## src/rtl/kbd_matrix_pkg.sv

```systemverilog
`default_nettype none
// +----------------------------------------------------------------------+
// | Module      : kbd_matrix_pkg                                         |
// | Description : Shared types, constants and PS/2 scancode-to-matrix    |
// |               lookup for the PS/2 keyboard to key-matrix bridge.     |
// | Revision    : 1.0 - initial release                                  |
// +----------------------------------------------------------------------+
package kbd_matrix_pkg;

  // Receiver FSM states
  typedef enum logic [1:0] {
    ST_IDLE   = 2'd0,
    ST_DATA   = 2'd1,
    ST_PARITY = 2'd2,
    ST_STOP   = 2'd3
  } rx_state_t;

  localparam logic [7:0]  c_PREFIX_RELEASE  = 8'hF0;
  localparam logic [7:0]  c_PREFIX_EXTENDED = 8'hE0;
  localparam logic [7:0]  c_CODE_F5         = 8'h03;
  localparam logic [7:0]  c_CODE_F12        = 8'h07;
  localparam int unsigned c_TIMEOUT         = 2048;
  localparam int unsigned c_FILTER          = 4;
  localparam int unsigned c_ROWS            = 8;
  localparam int unsigned c_COLS            = 5;

  // One matrix position; col is 0..4
  typedef struct packed {
    logic       valid;
    logic [2:0] row;
    logic [2:0] col;
  } key_pos_t;

  // A scancode may drive up to two matrix positions (e.g. Backspace)
  typedef struct packed {
    key_pos_t first;
    key_pos_t second;
  } key_pair_t;

  function automatic key_pos_t pos(input logic [2:0] r, input logic [2:0] c);
    return '{valid: 1'b1, row: r, col: c};
  endfunction

  // Scancode (with extended flag) to matrix position(s); unmapped -> none
  function automatic key_pair_t scan_lookup(input logic ext, input logic [7:0] sc);
    key_pair_t m;
    m = '0;
    case ({ext, sc})
      9'h012:         m.first = pos(3'd0, 3'd0);  // LShift -> Caps Shift
      9'h01A:         m.first = pos(3'd0, 3'd1);  // Z
      9'h01C:         m.first = pos(3'd1, 3'd0);  // A
      9'h015:         m.first = pos(3'd2, 3'd0);  // Q
      9'h016:         m.first = pos(3'd3, 3'd0);  // 1
      9'h045:         m.first = pos(3'd4, 3'd0);  // 0
      9'h04D:         m.first = pos(3'd5, 3'd0);  // P
      9'h05A:         m.first = pos(3'd6, 3'd0);  // Enter
      9'h029:         m.first = pos(3'd7, 3'd0);  // Space
      9'h014, 9'h114: m.first = pos(3'd7, 3'd1);  // L/R Ctrl -> Symbol Shift
      9'h066: begin                               // Backspace = Caps Shift + 0
        m.first  = pos(3'd0, 3'd0);
        m.second = pos(3'd4, 3'd0);
      end
      default:        m = '0;
    endcase
    return m;
  endfunction

endpackage
`default_nettype wire

```

## src/rtl/kbd_matrix_if.sv

```systemverilog
`default_nettype none
// +----------------------------------------------------------------------+
// | Module      : kbd_matrix_if                                          |
// | Description : Host-side bundle of the keyboard bridge: PS/2 lines,   |
// |               sample enable, row select and key/status outputs.     |
// | Revision    : 1.0 - initial release                                  |
// +----------------------------------------------------------------------+
interface kbd_matrix_if;
  logic       ce;
  logic       ps2Ck;
  logic       ps2D;
  logic [7:0] row;
  logic [4:0] col;
  logic       kNmi;
  logic       kReset;
  logic       strobe;
  logic [7:0] code;

  // Host / system side
  modport master (
    output ce, ps2Ck, ps2D, row,
    input  col, kNmi, kReset, strobe, code
  );

  // Keyboard bridge side
  modport slave (
    input  ce, ps2Ck, ps2D, row,
    output col, kNmi, kReset, strobe, code
  );
endinterface
`default_nettype wire

```

## src/rtl/ps2_rx.sv

```systemverilog
`default_nettype none
// +----------------------------------------------------------------------+
// | Module      : ps2_rx                                                 |
// | Description : PS/2 byte receiver: synchronisers, clock glitch        |
// |               filter, frame FSM, odd-parity check and timeout.      |
// | Revision    : 1.0 - initial release                                  |
// +----------------------------------------------------------------------+
module ps2_rx (
  input  wire logic       clock,
  input  wire logic       reset,
  input  wire logic       ce,
  input  wire logic       ps2Ck,
  input  wire logic       ps2D,
  output logic            strobe,
  output logic [7:0]      code
);
  import kbd_matrix_pkg::*;

  localparam logic [2:0]  c_FILT_LAST = 3'(c_FILTER - 1);
  localparam logic [11:0] c_TMO_LIMIT = 12'(c_TIMEOUT);

  logic [1:0]  r_ck_sync;
  logic [1:0]  r_d_sync;
  logic        r_ck_filt;
  logic [2:0]  r_filt_cnt;
  logic        w_fall;
  rx_state_t   r_state;
  rx_state_t   w_state_next;
  logic [2:0]  r_bit_cnt;
  logic [7:0]  r_shift;
  logic        r_parity_ok;
  logic [11:0] r_tmo_cnt;
  logic        w_timeout;
  logic        w_start;
  logic        w_shift_en;
  logic        w_parity_en;
  logic        w_accept;

  // Two-flop synchronisers; idle PS/2 lines are high
  always_ff @(posedge clock or negedge reset) begin
    if (!reset) begin
      r_ck_sync <= 2'b11;
      r_d_sync  <= 2'b11;
    end else begin
      r_ck_sync <= {r_ck_sync[0], ps2Ck};
      r_d_sync  <= {r_d_sync[0], ps2D};
    end
  end

  // Accept a new PS/2 clock level only after c_FILTER agreeing ce samples
  always_ff @(posedge clock or negedge reset) begin
    if (!reset) begin
      r_ck_filt  <= 1'b1;
      r_filt_cnt <= '0;
    end else if (ce) begin
      if (r_ck_sync[1] == r_ck_filt) begin
        r_filt_cnt <= '0;
      end else if (r_filt_cnt == c_FILT_LAST) begin
        r_ck_filt  <= r_ck_sync[1];
        r_filt_cnt <= '0;
      end else begin
        r_filt_cnt <= r_filt_cnt + 3'd1;
      end
    end
  end

  assign w_fall    = ce && r_ck_filt && !r_ck_sync[1] && (r_filt_cnt == c_FILT_LAST);
  assign w_timeout = (r_state != ST_IDLE) && (r_tmo_cnt == c_TMO_LIMIT);

  // Frame watchdog: ce ticks since the last falling edge while mid-frame
  always_ff @(posedge clock or negedge reset) begin
    if (!reset) begin
      r_tmo_cnt <= '0;
    end else if (r_state == ST_IDLE || w_fall) begin
      r_tmo_cnt <= '0;
    end else if (ce && !w_timeout) begin
      r_tmo_cnt <= r_tmo_cnt + 12'd1;
    end
  end

  // FSM state register
  always_ff @(posedge clock or negedge reset) begin
    if (!reset) r_state <= ST_IDLE;
    else        r_state <= w_state_next;
  end

  // FSM next-state: advance one field per accepted falling edge
  always_comb begin
    w_state_next = r_state;
    if (w_timeout) begin
      w_state_next = ST_IDLE;
    end else if (w_fall) begin
      case (r_state)
        ST_IDLE:   if (!r_d_sync[1]) w_state_next = ST_DATA;
        ST_DATA:   if (r_bit_cnt == 3'd7) w_state_next = ST_PARITY;
        ST_PARITY: w_state_next = ST_STOP;
        ST_STOP:   w_state_next = ST_IDLE;
        default:   w_state_next = ST_IDLE;
      endcase
    end
  end

  // FSM outputs: datapath enables and the accept condition for the stop bit
  always_comb begin
    w_start     = 1'b0;
    w_shift_en  = 1'b0;
    w_parity_en = 1'b0;
    w_accept    = 1'b0;
    if (w_fall && !w_timeout) begin
      case (r_state)
        ST_IDLE:   w_start     = !r_d_sync[1];
        ST_DATA:   w_shift_en  = 1'b1;
        ST_PARITY: w_parity_en = 1'b1;
        ST_STOP:   w_accept    = r_d_sync[1] && r_parity_ok;
        default:   w_accept    = 1'b0;
      endcase
    end
  end

  // Data shift (LSB first), bit counter and odd-parity result
  always_ff @(posedge clock or negedge reset) begin
    if (!reset) begin
      r_bit_cnt   <= '0;
      r_shift     <= '0;
      r_parity_ok <= 1'b0;
    end else begin
      if (w_start) r_bit_cnt <= '0;
      if (w_shift_en) begin
        r_shift   <= {r_d_sync[1], r_shift[7:1]};
        r_bit_cnt <= r_bit_cnt + 3'd1;
      end
      if (w_parity_en) r_parity_ok <= ^{r_shift, r_d_sync[1]};
    end
  end

  // Publish a good byte with a single-cycle strobe
  always_ff @(posedge clock or negedge reset) begin
    if (!reset) begin
      strobe <= 1'b0;
      code   <= 8'h00;
    end else begin
      strobe <= w_accept;
      if (w_accept) code <= r_shift;
    end
  end

endmodule
`default_nettype wire

```

## src/rtl/kbd_matrix.sv

```systemverilog
`default_nettype none
// +----------------------------------------------------------------------+
// | Module      : kbd_matrix                                             |
// | Description : PS/2 keyboard to 8x5 key-matrix bridge: scancode       |
// |               decoder, key matrix, NMI/reset keys, column readout.  |
// | Revision    : 1.0 - initial release                                  |
// +----------------------------------------------------------------------+
module kbd_matrix (
  input wire logic    clock,
  input wire logic    reset,
  kbd_matrix_if.slave bus
);
  import kbd_matrix_pkg::*;

  logic                              w_strobe;
  logic [7:0]                        w_code;
  logic                              r_release;
  logic                              r_extended;
  logic                              r_nmi;
  logic                              r_reset_key;
  logic [c_COLS-1:0][c_ROWS-1:0]     r_keys;   // [col][row], 1 = pressed
  key_pair_t                         w_map;
  logic [c_COLS-1:0]                 w_col;

  ps2_rx u_rx (
    .clock  (clock),
    .reset  (reset),
    .ce     (bus.ce),
    .ps2Ck  (bus.ps2Ck),
    .ps2D   (bus.ps2D),
    .strobe (w_strobe),
    .code   (w_code)
  );

  assign w_map = scan_lookup(r_extended, w_code);

  // Decode each received byte: prefixes arm flags, others press/release keys
  always_ff @(posedge clock or negedge reset) begin
    if (!reset) begin
      r_release   <= 1'b0;
      r_extended  <= 1'b0;
      r_nmi       <= 1'b0;
      r_reset_key <= 1'b0;
      r_keys      <= '0;
    end else if (w_strobe) begin
      if (w_code == c_PREFIX_RELEASE) begin
        r_release <= 1'b1;
      end else if (w_code == c_PREFIX_EXTENDED) begin
        r_extended <= 1'b1;
      end else begin
        if (w_map.first.valid)  r_keys[w_map.first.col][w_map.first.row]   <= !r_release;
        if (w_map.second.valid) r_keys[w_map.second.col][w_map.second.row] <= !r_release;
        if (!r_extended && w_code == c_CODE_F5)  r_nmi       <= !r_release;
        if (!r_extended && w_code == c_CODE_F12) r_reset_key <= !r_release;
        r_release  <= 1'b0;
        r_extended <= 1'b0;
      end
    end
  end

  // Column n is pulled low when any selected (low) row has key n pressed
  for (genvar gc = 0; gc < c_COLS; gc++) begin : g_col
    assign w_col[gc] = ~|(~bus.row & r_keys[gc]);
  end

  assign bus.col    = w_col;
  assign bus.kNmi   = r_nmi;
  assign bus.kReset = r_reset_key;
  assign bus.strobe = w_strobe;
  assign bus.code   = w_code;

endmodule
`default_nettype wire

```

## src/flat_wrapper.sv

```systemverilog
// flat-port wrapper written by rule: the top's interface ports become plain ports
module kbd_matrix_flat import kbd_matrix_pkg::*;
  (clock, reset, bus_ce, bus_ps2Ck, bus_ps2D, bus_row, bus_col, bus_kNmi, bus_kReset, bus_strobe, bus_code);
  kbd_matrix_if bus_i ();
  input wire logic clock;
  input wire logic reset;
  input wire logic [$bits(bus_i.ce)-1:0] bus_ce;
  input wire logic [$bits(bus_i.ps2Ck)-1:0] bus_ps2Ck;
  input wire logic [$bits(bus_i.ps2D)-1:0] bus_ps2D;
  input wire logic [$bits(bus_i.row)-1:0] bus_row;
  output wire logic [$bits(bus_i.col)-1:0] bus_col;
  output wire logic [$bits(bus_i.kNmi)-1:0] bus_kNmi;
  output wire logic [$bits(bus_i.kReset)-1:0] bus_kReset;
  output wire logic [$bits(bus_i.strobe)-1:0] bus_strobe;
  output wire logic [$bits(bus_i.code)-1:0] bus_code;
  assign bus_i.ce = bus_ce;
  assign bus_i.ps2Ck = bus_ps2Ck;
  assign bus_i.ps2D = bus_ps2D;
  assign bus_i.row = bus_row;
  assign bus_col = bus_i.col;
  assign bus_kNmi = bus_i.kNmi;
  assign bus_kReset = bus_i.kReset;
  assign bus_strobe = bus_i.strobe;
  assign bus_code = bus_i.code;
  kbd_matrix u_core (.clock(clock), .reset(reset), .bus(bus_i));
endmodule
```

## config.mk

```make
export PLATFORM = sky130hd
export DESIGN_NAME = kbd_matrix_flat
export DESIGN_NICKNAME = d
export VERILOG_FILES = /design/src/rtl/kbd_matrix_pkg.sv /design/src/rtl/kbd_matrix_if.sv /design/src/rtl/ps2_rx.sv /design/src/rtl/kbd_matrix.sv /design/src/flat_wrapper.sv
export SDC_FILE = /design/constraint.sdc
export NUM_CORES = 1
export LEC_CHECK = 0
export BUFFER_PORTS_ARGS = -buffer_cell sky130_fd_sc_hd__buf_4
export CAP_MARGIN = 10
export CORE_MARGIN = 2
export CORE_UTILIZATION = 59
export CTS_CLUSTER_DIAMETER = 50
export CTS_CLUSTER_SIZE = 12
export DETAILED_ROUTE_END_ITERATION = 10
export PLACE_DENSITY = 0.78
export SLEW_MARGIN = 5
export SYNTH_ARGS = -nofsm -noshare
export SYNTH_HDL_FRONTEND = slang
export SYNTH_HIERARCHICAL = 1
export SYNTH_SLANG_ARGS = --single-unit
export TNS_END_PERCENT = 10
```

## constraint.sdc

```tcl
create_clock -name clock -period 2.4 [get_ports clock]
set_input_delay 0.24 -clock clock [delete_from_list [all_inputs] [get_ports clock]]
set_output_delay 0.24 -clock clock [all_outputs]
set_load 0.005 [all_outputs]
```

==> results of run 1 <==
[power by group through the flow]
| stage | clock network, mW | logic (mW) | registers (mW) |
|---|---|---|---|
| global placement | 0 | 0.275 | 1.24 |
| floorplan | 0 | 0.206 | 1.23 |
| global route | 1.19 | 0.348 | 1.24 |
| CTS | 1.14 | 0.302 | 1.23 |
| finish | 1.11 | 0.300 | 1.23 |
| detailed placement | 0 | 0.290 | 1.25 |
[metal layers]
| layer | global-route usage [%] | vias up |
|---|---|---|
| li1 | - | 1123 |
| met5 | 0 | - |
| met1 | 29.1 | 1176 |
| met2 | 36.2 | 63 |
| met3 | 4.02 | 6 |
| met4 | 11.1 | 0 |
[layout make-up]
class / count / area share, %
clock inverters: 7 / 3.18
flip-flops and latches: 63 / 42.0
multi-input cells: 194 / 40.4
repair buffers: 30 / 6.17
inverters: 26 / 2.59
well taps: 72 / 2.39
clock buffers: 9 / 3.28
[sequential cells by signal, indices dropped and copies added, names as in the netlist, 2 cells and up]
name / count
u_core/u_rx/r_filt_cnt: 3
u_core/u_rx/r_d_sync: 2
u_core/u_rx/r_state: 2
u_core/u_rx/r_shift: 8
u_core/u_rx/r_bit_cnt: 3
u_core/u_rx/code: 8
u_core/u_rx/r_ck_sync: 2
u_core/r_keys: 16
u_core/u_rx/r_tmo_cnt: 12
[worst max-delay path, stage by stage, from the launching register on]
cell	delay [ns]
dfrtp_1	0.41
inv_1	0.12
ha_1	0.21
nor4_1	0.07
and3_1	0.21
nor4_4	0.55
mux2_2	0.40
[what timing repair did]
| action | in CTS | in global routing |
|---|---|---|
| endpoints found under the hold margin | 15 | 0 |
| gates resized for setup | 0 | 0 |
| hold buffers | 3 | 0 |
[cell usage in the layout, fill, tap and decap left out, types with 9 or more instances in the layout]
cell type	instances
dfrtp_1	58
buf_4	27
inv_1	26
mux2_2	19
nand3_1	15
a21oi_1	13
mux2i_1	11
nor2_1	10
nand4_1	10
ha_1	10
clkbuf_8	9
[cell families after synthesis]
family | count (synthesis) | synth area share, %
simple gates | 91 | 18.4
compound gates | 50 | 10.7
fa+ha+maj | 10 | 3.80
flops | 63 | 48.1
other cells | 1 | 0.114
mux | 31 | 10.3
xor+xnor | 9 | 2.81
buf+inv | 42 | 5.78
[final timing paths]
check,slack (ns),end
setup / recovery,0.31,u_core/u_rx/code[4]
hold / removal,0.20,u_core/u_rx/r_filt_cnt[1]
setup reg to reg,0.31,u_core/u_rx/code[4]
hold reg to reg,0.36,u_core/u_rx/r_ck_sync[1]
max in group asynchronous,1.38,u_core/u_rx/r_filt_cnt[0]
min in group asynchronous,0.51,u_core/u_rx/r_shift[5]
==> metrics, run 1 <==
Worst Setup SP=u_core/u_rx/r_state[0]; clock sinks=63; most common cell in the netlist=dfrtp_1; post-detail-place hpwl=4280 um; Final Max Tran Viols=0; RSZ-0062 raised after global routing=false; post-route insts no fill=401; Gate Count Post-Synth=297; setup TNS=0 ns; RePlAce Congestion=0.797; Clock Skew=0.0111 ns; WL met2=3100 um; Reg power frac=46.7%; CTS Buffer Depth=2; area taken by multi-input logic gates=1530 sq um; worst hold start=bus_ce; die outline height=78.7 um; Top FF cell, synth=dfrtp_1; largest net degree at the start of global routing=64; Static Leak=1.76 nW; WS Path Type=register to register; sequential area share after synthesis=48.1%; Ports=29; drt first pass iters=4; Skew-Pair Late Insertion Delay=0.34 ns; final core utilization=69.4%; clock root cell=clkbuf_8; postcts setup bufs=0; clock power share=41.9%; Storage cell area=1580 sq um; vias in the first global route=2330; Worst slew margin=49.2%; Initial Utilization=60.5%; Placed Area=3500 sq um; initial antenna violation count=0; EDFF count, synth=0; reg2reg path depth=6; critical path required time=2.62 ns; vias per cell=5.91; Tmin final=2.09 ns; Reg-to-Reg Start=u_core/u_rx/r_state[0]; diode count=0; Filler cells=412; Startpoint Class=register; H-tree Lvls=3; Synth Register Bits=63; final worst path period share=87.0%; asr flop ratio synth=100%; routed wire length per instance=15.5 um; power share of the combinational group=11.4%; Mapped Area=3290 sq um; layout cells sized above 1=25.5%; Reg clk slew, reported paths=0.07 ns; Core Region=5440 sq um; PortBufs=25; P_int=1.97 mW; DRC=0; top cells by area, synth=dfrtp_1, mux2_2, dfstp_2; Die X=78.7 um; CTS tree=done; die area=6190 sq um; Layout Area Growth over Synthesis=14.6%; 1st-iter DRT viols=139; first-pass GRT wire length=10700 um; maxcap violations=0; post-route ant nets=0; Avg Cell Area, Syn=11.1 sq um; power density cells=701 nW/um^2; Max rail drop VDD=0.551 mV; CP Max Fanout=9; critical path endpoint category=register; Final Hold Fails=0; Fmax achieved=479 MHz; Num CTS Buffers=9; Netlist cell types=57; final hold slack=0.202 ns; highest metal used=met4; Setup WS post-layout=0.311 ns; hold path depth=3; net switching power=0.675 mW; outcome=finished clean; Least-Margin Pin Slew=0.762 ns; Final setup viols=0; met3 routed WL=267 um; leading area contributor after synthesis=dfrtp_1; dpl cells=382; Tot Pwr=2.64 mW; worst min-delay path category=input port to register; synth cell count leaders=dfrtp_1, inv_1, mux2_2; WL met1=2770 um; Sw Ratio=25.5%; total number of vias=2368; nets=347; Std-Cell Rows=27; YS warnings=6; Total Wirelength=6220 um; Yosys top cell area share=44.1%; Critical Path AT=2.31 ns; grt total ovfl=0; final instance area=3770 sq um; gr usage total=22.4%; Post-Place Setup Slack=0.334 ns
Note: power is estimated with default switching activity, not from simulation.
==> run 2: changes to the inputs <==
- clock period: 2.4 -> 2.2 ns (I/O delays scaled with it)
==> run 2 against run 1 <==
Compared with the run above: hold slack worse by 0.020 ns; critical path depth is 1 higher; register-to-register slack worse by 0.15 ns; global-route usage is 0.11 points lower; total power is 11% higher; critical path type unchanged; cell area is 0.70% higher.
==> metrics, run 2 (synthesized netlist as in run 1, its figures left out) <==
outcome=finished clean (unchanged); Critical Path AT=2.29 ns (was 2.31 ns); delay-heaviest family, CP=simple AND/OR/NAND/NOR gates (unchanged); first-pass GRT wire length=10600 um (was 10700 um); PortBufs=25 (unchanged); Largest stage delay, worst path=0.54 ns (was 0.55 ns); CP Max Fanout=17 (was 9); Regs by FF count=u_core/r_keys (16), u_core/u_rx/r_tmo_cnt (12) (unchanged); Total Wirelength=6250 um (was 6220 um); cells along the critical path=inv_1 > ha_1 > nor4b_1 > and3_1 > buf_4 > or4_1 > a21oi_1 (was inv_1 > ha_1 > nor4_1 > and3_1 > nor4_4 > mux2_2); vias per cell=5.80 (was 5.91); Sw Ratio=24.5% (was 25.5%); Worst slew margin=48.4% (was 49.2%); Final Hold Fails=0 (unchanged); Reg power frac=46.0% (was 46.7%); Final Max Tran Viols=0 (unchanged); post-route ant nets=0 (unchanged); power share of the combinational group=11.1% (was 11.4%); Top reg by flops=u_core/r_keys (unchanged); layout cells sized above 1=26.0% (was 25.5%); worst min-delay path category=input port to register (unchanged); post-detail-place hpwl=4170 um (was 4280 um); Buf+Inv Stages, Crit Path=2 (was 1); Layout Area Growth over Synthesis=15.4% (was 14.6%); total number of vias=2339 (was 2368); Final setup viols=0 (unchanged); Tmin final=2.04 ns (was 2.09 ns); Max rail drop VDD=0.521 mV (was 0.551 mV); commonest non-fill, non-tap cells in the layout=dfrtp_1, buf_4, inv_1, mux2_2, nand3_1 (unchanged); commonest non-fill, non-tap cell in the layout=dfrtp_1 (unchanged); clock sinks=63 (unchanged); Skew-Pair Late Insertion Delay=0.34 ns (about the same); clock power share=42.9% (was 41.9%); grt total ovfl=0 (unchanged); Static Leak=1.78 nW (was 1.76 nW); gr usage total=22.3% (was 22.4%); initial antenna violation count=0 (unchanged); Crit-path slowest cell=or4_1 (was nor4_4); Die X=78.7 um (unchanged); CTS tree=done (unchanged); clock root cell=clkbuf_8 (unchanged); diode count=0 (unchanged); final worst path period share=92.5% (was 87.0%); drt first pass iters=4 (unchanged); maxcap violations=0 (unchanged); die outline height=78.7 um (unchanged); Num CTS Buffers=9 (unchanged); power density cells=771 nW/um^2 (was 701 nW/um^2); Std-Cell Rows=27 (unchanged); WS Path Type=register to register (unchanged); net switching power=0.718 mW (was 0.675 mW); Hold Path Sink=u_core/u_rx/r_filt_cnt[1] (unchanged); max FFs per register=16 (unchanged); DRC=0 (unchanged); die area=6190 sq um (unchanged); critical path endpoint category=register (unchanged); 1st-iter DRT viols=93 (was 139); postcts setup bufs=0 (unchanged); nets=349 (was 347); Initial Utilization=60.5% (unchanged); worst hold start=bus_ce (unchanged); Setup WS post-layout=0.164 ns (was 0.311 ns); post-CTS sizing=0 (unchanged); Fmax achieved=491 MHz (was 479 MHz); Reg clk slew, reported paths=0.07 ns (about the same); Post-Place Setup Slack=0.228 ns (was 0.334 ns); largest net degree at the start of global routing=64 (unchanged); Startpoint Class=register (unchanged); routed wire length per instance=15.5 um (about the same); vias in the first global route=2287 (was 2330); reg-to-reg slack, setup=0.16 ns (was 0.31 ns); RSZ-0062 raised after global routing=false (unchanged); RePlAce Congestion=0.827 (was 0.797); Core Region=5440 sq um (unchanged); RR Endpoint=u_core/u_rx/r_tmo_cnt[8] (was u_core/u_rx/code[4]); Clock Skew=0.00779 ns (was 0.0111 ns); CTS Buffer Depth=2 (unchanged); setup TNS=0 ns (unchanged); critical path required time=2.46 ns (was 2.62 ns); Least-Margin Pin Slew=0.774 ns (was 0.762 ns); Ports=29 (unchanged); P_int=2.21 mW (was 1.97 mW); Reg-to-Reg Start=u_core/u_rx/r_tmo_cnt[0] (was u_core/u_rx/r_state[0]); H-tree Lvls=3 (unchanged); hold path depth=3 (unchanged); reg2reg path depth=7 (was 6)
## run 2: changes by cell type in the layout (fill, tap and decap cells not counted)
cell        previous run  this run
inv_6                  1         0
clkinvlp_4             1         0
buf_4                 27        29
clkbuf_8               9        11
## run 2: how the worst max path moves through the flow
stage,startpoint,endpoint,cells past startpoint
global route,u_core/u_rx/r_state[0],u_core/u_rx/r_tmo_cnt[8],7
global placement,u_core/u_rx/r_tmo_cnt[0],u_core/u_rx/r_tmo_cnt[11],7
detailed placement,u_core/u_rx/r_state[0],u_core/u_rx/r_tmo_cnt[7],7
finish,u_core/u_rx/r_tmo_cnt[0],u_core/u_rx/r_tmo_cnt[8],7
CTS,u_core/u_rx/r_tmo_cnt[0],u_core/u_rx/r_tmo_cnt[8],7
floorplan,u_core/u_rx/r_tmo_cnt[0],u_core/u_rx/code[0],7
## run 2: routing by layer
layer	wire, um	GRT usage [%]	vias up
met2	3050	35.1	50
met4	85	8.42	0
met5	0	0	-
met3	240	6.90	6
li1	-	-	1134
met1	2870	28.9	1149
## run 2: area by class of cell
type                       instances  area, sq um
timing repair buffer              32          248
tap                               72         90.1
inverter                          26         97.6
sequential                        63         1580
fill                             411         1640
multi-input combinational        194         1530
clock buffer                      11          151
clock inverter                     5          104
## run 2: worst min-delay path: cells and delay by family
| kind | cells | cell delay, ns |
|---|---|---|
| and+or+nand+nor | 1 | 0.06 |
| AOI/OAI and AO/OA | 1 | 0.05 |
| buffers and inverters | 1 | 0.15 |
## run 2: what timing repair did
item                                    4_1_cts  5_1_grt
hold buffers                                  3        0
endpoints found under the setup margin        0        0
endpoints found under the hold margin        60        0
## run 2: per-stage QoR
stage,std cells,utilization (%),area [sq um],hold slack [ns],power [mW]
after floorplan,299,-,3300,-0.0756,1.57
after global placement,384,64.6,3510,0.329,1.66
after detailed placement,384,64.6,3510,0.330,1.68
after CTS,403,69.8,3800,0.173,2.96
after global routing,403,69.8,3800,0.187,3.06
final,403,69.8,3800,0.183,2.93
## run 2: power by group through the flow
stage	clock (mW)	sequential, mW	combinational (mW)
final	1.26	1.35	0.325
after floorplan	0	1.34	0.224
after detailed placement	0	1.37	0.314
after CTS	1.28	1.34	0.328
after global routing	1.33	1.36	0.374
after global placement	0	1.36	0.303
